==> config.mk <==
export PLATFORM = sky130hd
export DESIGN_NAME = cook_timer_flat
export DESIGN_NICKNAME = d
export VERILOG_FILES = /design/src/rtl/cook_timer_if.sv /design/src/rtl/cook_timer.sv /design/src/flat_wrapper.sv
export SDC_FILE = /design/constraint.sdc
export NUM_CORES = 1
export LEC_CHECK = 0
export CORE_MARGIN = 5
export CORE_UTILIZATION = 45
export CTS_BUF_LIST = sky130_fd_sc_hd__clkbuf_8
export CTS_CLUSTER_DIAMETER = 40
export CTS_CLUSTER_SIZE = 20
export DETAILED_ROUTE_END_ITERATION = 10
export HOLD_SLACK_MARGIN = 0.12
export PLACE_DENSITY = 0.69
export SKIP_CTS_REPAIR_TIMING = 1
export SLEW_MARGIN = 5
export SYNTH_ARGS = -nofsm -noshare
export SYNTH_HDL_FRONTEND = slang
export SYNTH_SLANG_ARGS = --single-unit
==> constraint.sdc <==
create_clock -name clk -period 3.7 [get_ports clk]
set_input_delay 0.555 -clock clk [delete_from_list [all_inputs] [get_ports clk]]
set_output_delay 0.555 -clock clk [all_outputs]
set_load 0.02 [all_outputs]
==> src/rtl/cook_timer_if.sv <==
// Keypad encoder link into the cook timer: BCD digit, digit strobe, 1 Hz tick.
// Ports: master drives D/loadn/pgt_1hz (encoder), slave receives them (timer).
interface cook_timer_if;
    logic [3:0] D;
    logic       loadn;
    logic       pgt_1hz;

    modport master (output D, loadn, pgt_1hz);
    modport slave  (input  D, loadn, pgt_1hz);
endinterface

==> src/rtl/cook_timer.sv <==
// Microwave cook timer: BCD MM:SS entry, 1 Hz countdown, cook-cycle FSM.
// Ports: clk, resetn (async low), kp (encoder link), startn, stopn,
//   door_closed in; min_tens/min_ones/sec_tens/sec_ones, state,
//   magnetron_on, done out; beep out only when DONE_BEEP_EN is defined.
module cook_timer #(
    parameter int SYNC_STAGES   = 2,
    parameter int SEC_TENS_WRAP = 5,
    parameter int BEEP_TICKS    = 3
) (
    input  logic         clk,
    input  logic         resetn,
    cook_timer_if.slave  kp,
    input  logic         startn,
    input  logic         stopn,
    input  logic         door_closed,
    output logic [3:0]   min_tens,
    output logic [3:0]   min_ones,
    output logic [3:0]   sec_tens,
    output logic [3:0]   sec_ones,
    output logic [2:0]   state,
    output logic         magnetron_on,
`ifdef DONE_BEEP_EN
    output logic         beep,
`endif
    output logic         done
);

    typedef enum logic [2:0] {
        IDLE  = 3'd0,
        ENTRY = 3'd1,
        RUN   = 3'd2,
        PAUSE = 3'd3,
        DONE  = 3'd4
    } st_t;

    localparam int TOP = SYNC_STAGES - 1;

    st_t cur;
    st_t n_state;

    logic [SYNC_STAGES-1:0] ld_s, st_s, sp_s, tk_s, dr_s;
    logic ld_q, st_q, sp_q, tk_q;
    logic ld_ev, st_ev, sp_ev, tk_ev, door;

    logic [3:0] n_mt, n_mo, n_st, n_so;
    logic [3:0] d_mt, d_mo, d_st, d_so;
    logic       b1, b2, b3, d_zero, nonzero;

    assign state = cur;

    // Sync chains idle at the inactive level so release of reset
    // never fabricates an edge.
    always_ff @(posedge clk or negedge resetn) begin
        if (!resetn) begin
            ld_s <= '1;
            st_s <= '1;
            sp_s <= '1;
            tk_s <= '0;
            dr_s <= '0;
            ld_q <= 1'b1;
            st_q <= 1'b1;
            sp_q <= 1'b1;
            tk_q <= 1'b0;
        end else begin
            ld_s <= {ld_s[TOP-1:0], kp.loadn};
            st_s <= {st_s[TOP-1:0], startn};
            sp_s <= {sp_s[TOP-1:0], stopn};
            tk_s <= {tk_s[TOP-1:0], kp.pgt_1hz};
            dr_s <= {dr_s[TOP-1:0], door_closed};
            ld_q <= ld_s[TOP];
            st_q <= st_s[TOP];
            sp_q <= sp_s[TOP];
            tk_q <= tk_s[TOP];
        end
    end

    assign ld_ev = ld_q & ~ld_s[TOP];
    assign st_ev = st_q & ~st_s[TOP];
    assign sp_ev = sp_q & ~sp_s[TOP];
    assign tk_ev = ~tk_q & tk_s[TOP];
    assign door  = dr_s[TOP];

    // BCD borrow chain for one second of countdown.
    always_comb begin
        b1     = (sec_ones == 4'd0);
        d_so   = b1 ? 4'd9 : sec_ones - 4'd1;
        b2     = b1 && (sec_tens == 4'd0);
        d_st   = sec_tens;
        if (b1)
            d_st = (sec_tens == 4'd0) ? 4'(SEC_TENS_WRAP)
                                      : sec_tens - 4'd1;
        b3     = b2 && (min_ones == 4'd0);
        d_mo   = min_ones;
        if (b2)
            d_mo = (min_ones == 4'd0) ? 4'd9 : min_ones - 4'd1;
        d_mt   = b3 ? min_tens - 4'd1 : min_tens;
        d_zero = ({d_mt, d_mo, d_st, d_so} == 16'h0);
    end

    assign nonzero = |{min_tens, min_ones, sec_tens, sec_ones};

    // Priority: stop > door-open > start > tick > load.
    always_comb begin
        n_state = cur;
        n_mt    = min_tens;
        n_mo    = min_ones;
        n_st    = sec_tens;
        n_so    = sec_ones;
        if (sp_ev) begin
            if (cur == RUN) begin
                n_state = PAUSE;
            end else if (cur != IDLE) begin
                n_state = IDLE;
                n_mt    = 4'd0;
                n_mo    = 4'd0;
                n_st    = 4'd0;
                n_so    = 4'd0;
            end
        end else if (cur == RUN && !door) begin
            n_state = PAUSE;
        end else if (st_ev && (cur == ENTRY || cur == PAUSE)
                     && door && nonzero) begin
            n_state = RUN;
        end else if (tk_ev && cur == RUN) begin
            n_mt    = d_mt;
            n_mo    = d_mo;
            n_st    = d_st;
            n_so    = d_so;
            n_state = d_zero ? DONE : RUN;
        end else if (ld_ev && kp.D <= 4'd9
                     && (cur == IDLE || cur == ENTRY || cur == DONE)) begin
            n_state = ENTRY;
            // A finished cook starts a fresh entry rather than
            // appending to the stale 00:00.
            n_mt    = (cur == DONE) ? 4'd0 : min_ones;
            n_mo    = (cur == DONE) ? 4'd0 : sec_tens;
            n_st    = (cur == DONE) ? 4'd0 : sec_ones;
            n_so    = kp.D;
        end
    end

    always_ff @(posedge clk or negedge resetn) begin
        if (!resetn) begin
            cur          <= IDLE;
            min_tens     <= 4'd0;
            min_ones     <= 4'd0;
            sec_tens     <= 4'd0;
            sec_ones     <= 4'd0;
            magnetron_on <= 1'b0;
            done         <= 1'b0;
        end else begin
            cur          <= n_state;
            min_tens     <= n_mt;
            min_ones     <= n_mo;
            sec_tens     <= n_st;
            sec_ones     <= n_so;
            magnetron_on <= (n_state == RUN) && door;
            done         <= (n_state == DONE);
        end
    end

`ifdef DONE_BEEP_EN
    logic [1:0] bcnt;

    always_ff @(posedge clk or negedge resetn) begin
        if (!resetn) begin
            beep <= 1'b0;
            bcnt <= 2'd0;
        end else if (n_state != DONE) begin
            beep <= 1'b0;
            bcnt <= 2'd0;
        end else if (cur != DONE) begin
            beep <= 1'b1;
            bcnt <= 2'd0;
        end else if (tk_ev && beep) begin
            if (bcnt == 2'(BEEP_TICKS - 1))
                beep <= 1'b0;
            else
                bcnt <= bcnt + 2'd1;
        end
    end
`endif

endmodule
==> src/flat_wrapper.sv <==
// flat-port wrapper written by rule: the top's interface ports become plain ports
module cook_timer_flat 
#(
    parameter int SYNC_STAGES   = 2,
    parameter int SEC_TENS_WRAP = 5,
    parameter int BEEP_TICKS    = 3
)
  (clk, resetn, startn, stopn, door_closed, min_tens, min_ones, sec_tens, sec_ones, state, magnetron_on, done, kp_D, kp_loadn, kp_pgt_1hz);
  cook_timer_if kp_i ();
  input  logic clk;
  input  logic resetn;
  input  logic startn;
  input  logic stopn;
  input  logic door_closed;
  output logic [3:0] min_tens;
  output logic [3:0] min_ones;
  output logic [3:0] sec_tens;
  output logic [3:0] sec_ones;
  output logic [2:0] state;
  output logic magnetron_on;
  output logic done;
  input wire logic [$bits(kp_i.D)-1:0] kp_D;
  input wire logic [$bits(kp_i.loadn)-1:0] kp_loadn;
  input wire logic [$bits(kp_i.pgt_1hz)-1:0] kp_pgt_1hz;
  assign kp_i.D = kp_D;
  assign kp_i.loadn = kp_loadn;
  assign kp_i.pgt_1hz = kp_pgt_1hz;
  cook_timer #(.SYNC_STAGES(SYNC_STAGES), .SEC_TENS_WRAP(SEC_TENS_WRAP), .BEEP_TICKS(BEEP_TICKS)) u_core (.clk(clk), .resetn(resetn), .kp(kp_i), .startn(startn), .stopn(stopn), .door_closed(door_closed), .min_tens(min_tens), .min_ones(min_ones), .sec_tens(sec_tens), .sec_ones(sec_ones), .state(state), .magnetron_on(magnetron_on), .done(done));
endmodule
==> flow_metrics.py <==
metrics = {
    "clocking": {
        "cts_buffers": 5,
        "cts.path.max_buffers": 2,
        "cts_tree": "done",
        "cts_root_buf": "clkbuf_8",
        "cts_num_sinks": 35,
        "htreeDepth": 2,
        "path_clk_slew_ns": 0.07,
        "clkLatencyLatePin_ns": 0.29,
    },
    "timing": {
        "fin_crit_ns": 2.55,
        "timing.fmax_mhz": 393,
        "clock_skew_ns": 0.00837,
        "slew_viol_final": 0,
        "setup_tns_ns": 0,
        "setup_viol_count_final": 0,
        "tightest_slew_ns": 0.868,
        "min_period_over_period_pct": 68.8,
        "relSlewSlack_pct": 41.5,
        "rsz0062_at_grt": "false",
        "finalHoldViolCount": 0,
    },
    "die": {
        "die_h_um": 76.3,
        "core.rowCount": 24,
        "design.core.area_mm2": 0.00432,
        "die_w_um": 76.3,
        "io_pins": 32,
        "dieArea_mm2": 0.00582,
        "initial_core_util_pct": 45.7,
    },
    "cells_and_area": {
        "seq_area_um2": 887,
        "syn2layout_area_growth_pct": 19.9,
        "n_fill_cell": 391,
        "utilization_pct": 54.9,
        "drive_above_1_share_pct": 14.6,
        "multiInputGateArea_um2": 970,
        "nNetsFinal": 231,
        "diodes": 0,
    },
    "logic_synthesis": {
        "synth_cells": 193,
        "netlist-cell-type-count": 60,
        "synth_fa_ha_area_share_pct": 1.27,
        "synth_async_sr_flop_share_pct": 100,
        "synth_ff_type": "dfrtp_1",
        "synth_top_area_share_pct": 32.9,
        "yosys.area.top_type": "dfrtp_1",
        "ys_seq_area_share_pct": 44.8,
        "synth_top_family_by_area": "compound AO/OA/AOI/OAI gates",
        "ys_warn_count": 0,
        "syn_area_mm2": 0.00198,
        "synth_edf_count": 0,
        "synth_xor_area_share_pct": 0.443,
        "synth_seq_cells": 35,
        "syn_avg_cell_area_um2": 10.2,
        "syn_nets": 206,
        "yosys-top-cells-area": "dfrtp_1 (33%), dfstp_2 (12%), buf_6 (3.4%), o21ai_0 (2.8%), nand2_1 (2.7%)",
        "synthMuxAreaShare_pct": 1.14,
        "synth_compound_area_share_pct": 24.0,
        "synth-simple-area-share_pct": 22.2,
    },
    "critical_path": {
        "worst_path_max_delay_cell": "or4_4",
        "endpoint_kind": "register",
        "reg2reg_slack_ns": 1.15,
        "cp.required_ns": 3.88,
        "r2r-start": "u_core.sec_ones[1]",
        "startpoint_type": "register",
        "worstPathArrival_ns": 2.73,
        "reg2reg_depth": 5,
        "crit_chain": "or4_4 > o31a_1 > a211oi_2 > o211ai_1 > a2111oi_2",
        "cp_max_fo": 11,
        "max_stage_delay_ns": 0.66,
        "regToRegEndpoint": "u_core.done",
        "crit_type": "register to register",
    },
    "power": {
        "leakage_nw": 0.932,
        "finalPower_mw": 1.96,
        "power.density_mw_per_mm2": 828,
        "ir_drop_mv": 0.385,
    },
    "run_status": {
        "outcome": "complete, no violations",
    },
    "worst_hold_path": {
        "min_path_cells": 0,
        "min_to": "u_core.tk_s[1]",
        "hold_start": "u_core.tk_s[0]",
        "hp-class": "register to register",
    },
    "placement": {
        "place_congestion": 0.951,
        "dp_hpwl_um": 3410,
        "io_buffers": 31,
    },
    "grt": {
        "antenna_found_initial": 0,
        "grt_pass1_wl_um": 8210,
        "grt_use_total_pct": 17.5,
        "grt_start_max_net_pins": 36,
        "globalRouteOverflowTotal": 0,
        "grt_pass1_vias": 1592,
    },
    "drt": {
        "vias": 1703,
        "post_drt_via_cell_ratio": 6.28,
        "post_drt_wl_per_cell_um": 17.8,
        "drtIter0Drc": 211,
        "first_pass_iters": 4,
        "wirelength_um": 4840,
        "drcViolationCount": 0,
        "ant_nets": 0,
    },
    "job": {
        "maxCapViolations": 0,
    },
}
## power by group
group	switching [mW]	internal [mW]	total (mW)	leakage, nW
clock	0.142	0.198	0.340	0.0556
sequential	0.193	0.476	0.668	0.434
combinational	0.520	0.436	0.956	0.442
## worst max-delay path: cells and delay by family (launching register included)
family,cells,cell delay (ns)
AOI/OAI and AO/OA,4,1.27
and+or+nand+nor,1,0.66
DFF,1,0.50
## synth_stat cells (4+ instances only)
master    count
a211oi_1      4
a21oi_1       7
a221o_1       4
a22o_1        6
buf_6         6
clkbuf_1      6
dfrtp_1      26
dfstp_2       9
inv_1         4
nand2_1      14
nand3_1       7
nor2_1       11
nor3_1        8
o21ai_0      11
## cells in the final DEF, fill, tap and decap left out, types with 3 or more instances in the layout
cell,count
nor2_1,11
nor3_1,8
inv_1,5
o21ai_0,11
a221o_1,4
a22o_1,6
clkdlybuf4s50_1,31
dfstp_2,9
nor4_1,3
nand3_1,7
or4_1,3
o2bb2ai_1,3
clkbuf_8,5
nand2_1,14
o211ai_1,3
dfrtp_1,26
and3_1,3
a211oi_1,4
a21oi_1,7
## layer usage
layer  share of wire (%)  vias to the layer above  routed length [um]  track usage (%)
met1                  45                      811                2160             24.6
met2                  45                       84                2190             25.8
li1                    -                      800                   -                -
met4                 1.7                        0                  84             6.99
met3                 8.4                        8                 405             4.49
met5                   0                        -                   0                0
## worst max path at each step
stage / startpoint / end / depth (start not counted)
after floorplan: u_core.state[2] / u_core.sec_tens[0] / 9
after global placement: u_core.sec_ones[1] / u_core.done / 5
after detailed placement: u_core.sec_ones[1] / u_core.done / 5
after CTS: u_core.sec_ones[1] / u_core.done / 5
after global routing: u_core.sec_ones[0] / u_core.done / 5
final: u_core.sec_ones[1] / u_core.done / 5
## stage by stage
step	setup slack, ns	instance area [um^2]	std cells	hold WS (ns)
CTS	1.15	2370	271	0.353
global placement	1.25	2260	263	0.334
floorplan	1.37	1980	193	0.259
finish	1.15	2370	271	0.351
global route	0.970	2370	271	0.356
detailed placement	1.20	2260	263	0.336
## logic make-up (layout without fill, tap and decap cells)
family / count (synthesis) / in the layout
buffers and inverters: 19 / 45
AOI/OAI and AO/OA: 61 / 61
DFF: 35 / 35
muxes: 2 / 2
and+or+nand+nor: 73 / 73
adders and majority gates: 2 / 2
xor gates and xnor gates: 1 / 1
## layout make-up
| type | instances | share of cell area, % |
|---|---|---|
| clock inverters | 3 | 1.74 |
| multi-input cells | 139 | 40.9 |
| inverters | 4 | 0.633 |
| flip-flops and latches | 35 | 37.4 |
| clock buffers | 5 | 2.90 |
| well taps | 52 | 2.74 |
| repair buffers | 33 | 13.7 |
## state kept, by name (all words and copies together) (netlist names)
register and flops:
u_core.min_ones 4, u_core.min_tens 4, u_core.sec_ones 4, u_core.sec_tens 4
u_core.state 3, u_core.dr_s 2, u_core.ld_s 2, u_core.sp_s 2
u_core.st_s 2, u_core.tk_s 2, u_core.done 1, u_core.ld_q 1
u_core.magnetron_on 1, u_core.sp_q 1, u_core.st_q 1, u_core.tk_q 1
Power figures use the tool's default switching activity.
==> patch 1: new RTL, same flow settings <==
`SYNC_STAGES` is set to 2 in 2 places; all go to 4.
--- a/src/rtl/cook_timer.sv
+++ b/src/rtl/cook_timer.sv
@@ -3,7 +3,7 @@
 //   door_closed in; min_tens/min_ones/sec_tens/sec_ones, state,
 //   magnetron_on, done out; beep out only when DONE_BEEP_EN is defined.
 module cook_timer #(
-    parameter int SYNC_STAGES   = 2,
+    parameter int SYNC_STAGES   = 4,
     parameter int SEC_TENS_WRAP = 5,
     parameter int BEEP_TICKS    = 3
 ) (
--- a/src/flat_wrapper.sv
+++ b/src/flat_wrapper.sv
@@ -1,7 +1,7 @@
 // flat-port wrapper written by rule: the top's interface ports become plain ports
 module cook_timer_flat 
 #(
-    parameter int SYNC_STAGES   = 2,
+    parameter int SYNC_STAGES   = 4,
     parameter int SEC_TENS_WRAP = 5,
     parameter int BEEP_TICKS    = 3
 )
Formal check against the unedited RTL: not equivalent (a bounded check fails within 4 cycles, from zero or initial values and one cycle with resetn low).
==> patch 1 against the unedited design <==
Sequential share of layout area grew 7.5 points; power grew 3.6%; combinational power shrank 6.5%; final area grew 7.4%; routed wire length shrank 7.1%; worst hold slack is essentially flat; via count shrank 0.23%; non-clock buffer count shrank 1; area after synthesis grew 7.1%; sequential cell count grew 10; utilization shrank 0.20 points; setup slack lost 0.011 ns; critical path type unchanged; critical endpoint is now u_core.min_ones[3]; largest power group unchanged.
==> patch 1: results (changes against the unedited design) <==
- Sorting the synthesized cells by area gives the leading types as dfrtp_1, dfstp_2, o21ai_0.
- The transition time at the pin with the least slew margin is 0.946 ns (+0.0776 ns).
- The global-route wire length before repair came to 7570 um (-7.8%).
- The detailed route wirelength on metal2 is 2000 um (-8.9%).
- The via count of the first global-routing pass is 1,512 (-5.0%).
- The met3 layer wire length in the routed design is 263 um (-35%).
- The run finished with clean final reports.
- The final clock skew came to 0.0114 ns (+0.00301 ns).
- The total routed wire length on the met1 layer came to 2170 um (+0.60%).
- The estimated wirelength of the detail-placed design was 3090 um (-9.3%).
- The fraction of the yosys area taken by sequential cells is 0.540 (+0.0920).
- The commonest cells after synthesis are dfrtp_1, nor2_1, nand2_1, o21ai_0, dfstp_2.
- The number of nets produced by synthesis is 226 (+9.7%).
- The number of nets in the layout is 251 (+8.7%).
- The number of DRC markers in iteration 0 is 137 (-35%).
- The count of unique library cells instantiated by Yosys was 52 (-13%).
- In this run the most critical hold path is launched from u_core.dr_s[2].
- The worst endpoint data arrival time is 2.76 ns (+0.03 ns).
- The path depth of the worst reg2reg path is 6 (+1).
- The endpoint identified for the worst register-to-register timing path is u_core.min_ones[3].
- The worst ir drop on vdd is 0.404 mV (+5.0%).
- The share of cell area taken by muxes after synthesis is 0.0189 (+0.00752).
- The synthesized-area fraction occupied by xor and xnor cells is 0.0165 (+0.0121).
- On the critical path, the stage with the largest delay is an instance of nor4_1.
- The fraction of layout cells with a size suffix above 1 is 0.134 (-0.0122).
- The global routing usage summed across all routing layers is 0.154 (-0.0216).
- The filler cell count is 439 (+12%).
- The maximum net fanout on the critical path is 21 (+10).
- The fraction of the mapped netlist area in compound gates is 0.157 (-0.0826).
- The static leakage is 0.00103 uW (+11%).
patch 1: power by group:
group          switching (uW)  total, uW  internal, uW
sequential                172        760           588
combinational             478        894           416
clock                     175        381           206
patch 1: per-stage QoR:
step	util	worst slack [ns]	area (sq um)	hold slack, ns	cells
floorplan	-	1.39	2120	0.259	213
global placement	0.522	1.08	2430	0.333	285
finish	0.547	1.14	2550	0.351	293
detailed placement	0.522	1.01	2430	0.339	285
CTS	0.547	1.18	2550	0.357	293
global route	0.547	1.05	2550	0.364	293
patch 1: layout make-up:
cell class                      count  share of cell area
Sequential cell                    45               0.449
Clock buffer                        5              0.0270
Tap cell                           54              0.0265
Multi-Input combinational cell    150               0.350
Clock inverter                      3              0.0187
Timing Repair Buffer               32               0.123
Inverter                            4             0.00589
patch 1: cells by family after synthesis:
logic type / count (synthesis)
AO/OA/AOI/OAI: 54
XOR/XNOR: 4
adder cells (fa/ha/maj): 2
AND/OR/NAND/NOR: 86
buffers and inverters: 18
flip-flops: 45
multiplexers: 4
==> patch 2: new RTL, same settings <==
Without the edit above. Register the output `magnetron_on` once more, with the module's reset; this adds one clock of latency there. The other outputs are not delayed to match.
--- a/src/rtl/cook_timer.sv
+++ b/src/rtl/cook_timer.sv
@@ -34,6 +34,8 @@
     } st_t;
 
     localparam int TOP = SYNC_STAGES - 1;
+
+    logic magnetron_on_s0;
 
     st_t cur;
     st_t n_state;
@@ -146,7 +148,7 @@
             min_ones     <= 4'd0;
             sec_tens     <= 4'd0;
             sec_ones     <= 4'd0;
-            magnetron_on <= 1'b0;
+            magnetron_on_s0 <= 1'b0;
             done         <= 1'b0;
         end else begin
             cur          <= n_state;
@@ -154,7 +156,7 @@
             min_ones     <= n_mo;
             sec_tens     <= n_st;
             sec_ones     <= n_so;
-            magnetron_on <= (n_state == RUN) && door;
+            magnetron_on_s0 <= (n_state == RUN) && door;
             done         <= (n_state == DONE);
         end
     end
@@ -181,4 +183,12 @@
     end
 `endif
 
+    always_ff @(posedge clk or negedge resetn) begin
+        if (!resetn) begin
+            magnetron_on <= '0;
+        end else begin
+            magnetron_on <= magnetron_on_s0;
+        end
+    end
+
 endmodule
Function: changed (a bounded check fails within 10 cycles, from zero or initial values and one cycle with resetn low).
==> patch 2 against the unedited design <==
Final area grew 0.95%; critical path type unchanged; critical endpoint unchanged; clock skew shrank 0.0031 ns; global-route usage fell by 0.096 points; power up 0.58%; sequential cell count rose by 1; combinational power fell by 0.7%; fmax grew 1.0%; routed wire length increased by 4.8%; worst hold slack got worse by 0.0015 ns; area after synthesis rose by 1.3%; setup slack better by 0.026 ns.
==> patch 2: results (changes against the unedited design) <==
- The estimated wirelength of the detail-placed design is 3610 um (+5.9%).
- The number of nets produced by synthesis was 207 (+0.49%).
- The setup slack of the worst register-to-register path is 1.18 ns (+0.03 ns).
- The wire length per cell was 18.6 um (+4.4%).
- The fraction of the yosys area taken by sequential cells is 0.455 (+0.00689).
- The starting density of the core is 0.463 (+0.00579).
- The number of DRC markers in iteration 0 was 220 (+4.3%).
- The static leakage came to 0.000950 uW (+1.9%).
- The filler cell count is 399 (+2.0%).
- The design internal power came to 1120 uW (+0.90%).
- The number of cells in the finished layout apart from fillers is 272 (+0.37%).
- The length of the first detailed-routing pass in iterations is 5 (+1).
- The headroom to the max-slew limit is 0.438 (+0.0228).
- The path with the worst hold slack has its endpoint at u_core.dr_s[1].
- The startpoint identified for the worst register-to-register timing path is u_core.sec_ones[1].
- The number of cells after detailed placement came to 264 (+0.38%).
- The startpoint identified for the worst hold timing path is u_core.dr_s[0].
- The worst ir drop on vdd is 0.394 mV (+2.3%).
- The via count of the first global-routing pass is 1,674 (+5.2%).
- The fraction of layout cells with a size suffix above 1 is 0.145 (-0.000664).
- The number of nets in the layout is 232 (+0.43%).
- The gate count of the mapped netlist is 194 (+0.52%).
- The cell family with the largest share of critical-path delay is compound AO/OA/AOI/OAI gates.
- The flow ran to the end, and the final reports show no timing, DRC or antenna violations.
- The maximum number of pins on one net before global-route repair was 22 (-39%).
- In the synthesized netlist, the cells that appear most often are dfrtp_1, nand2_1, nor2_1, o21ai_0, dfstp_2.
- The global-route wire length before repair is 8420 um (+2.6%).
- The number of vias per cell is 6.46 (+2.7%).
- The global routing usage summed across all routing layers is 0.174 (-0.000964).
- The initial antenna violation count is 0 (unchanged).
- After synthesis, the cell types taking the most area are dfrtp_1, dfstp_2, buf_6.
patch 2: cell count changes after synthesis:
cell,delta
dfrtp_1,+1
patch 2: through the flow:
stage                     cell area (sq um)  hold slack (ns)  worst slack (ns)
after detailed placement               2290            0.336              1.22
after global placement                 2290            0.333              1.25
after global routing                   2390            0.364              1.04
final                                  2390            0.349              1.18
after CTS                              2390            0.352              1.19
after floorplan                        2000            0.259              1.37
patch 2: kinds of logic after synthesis:
group / count (synthesis) / share of synthesized area
and+or+nand+nor: 73 / 0.219
AOI/OAI and AO/OA: 61 / 0.237
DFF: 36 / 0.455
buffers and inverters: 19 / 0.0606
muxes: 2 / 0.0112
adders and majority gates: 2 / 0.0125
xor gates and xnor gates: 1 / 0.00437
patch 2: power groups by stage:
stage	Clock, uW	Combinational, uW	Sequential, uW
after floorplan	0	647	692
after global placement	0	930	674
after detailed placement	0	936	687
after CTS	349	943	680
after global routing	364	1020	703
final	342	949	684
patch 2: cell type report:
cell class / instances / area, sq um / share of cell area
clock buffers: 5 / 68.8 / 0.0287
flip-flops and latches: 36 / 912 / 0.381
well taps: 52 / 65.1 / 0.0272
multi-input cells: 139 / 970 / 0.405
inverters: 4 / 15.0 / 0.00627
clock inverters: 3 / 38.8 / 0.0162
repair buffers: 33 / 325 / 0.136
patch 2: layer usage:
| layer | part of all wire | wire length [um] | track usage | vias to the layer above |
|---|---|---|---|---|
| li1 | - | - | - | 801 |
| met1 | 0.43 | 2160 | 0.235 | 842 |
| met2 | 0.47 | 2410 | 0.275 | 106 |
| met3 | 0.088 | 445 | 0.0492 | 7 |
| met4 | 0.011 | 57 | 0.0455 | 0 |
| met5 | 0 | 0 | 0 | - |
patch 2: worst max-delay path by stage:
stage,start,endpoint,slack [ns],cells after the start
floorplan,u_core.state[2],u_core.sec_tens[0],1.37,9
global route,u_core.min_tens[0],u_core.min_ones[0],1.04,7
finish,u_core.sec_ones[1],u_core.done,1.18,5
global placement,u_core.sec_ones[1],u_core.done,1.25,5
CTS,u_core.sec_ones[1],u_core.done,1.19,5
detailed placement,u_core.sec_ones[1],u_core.done,1.22,5
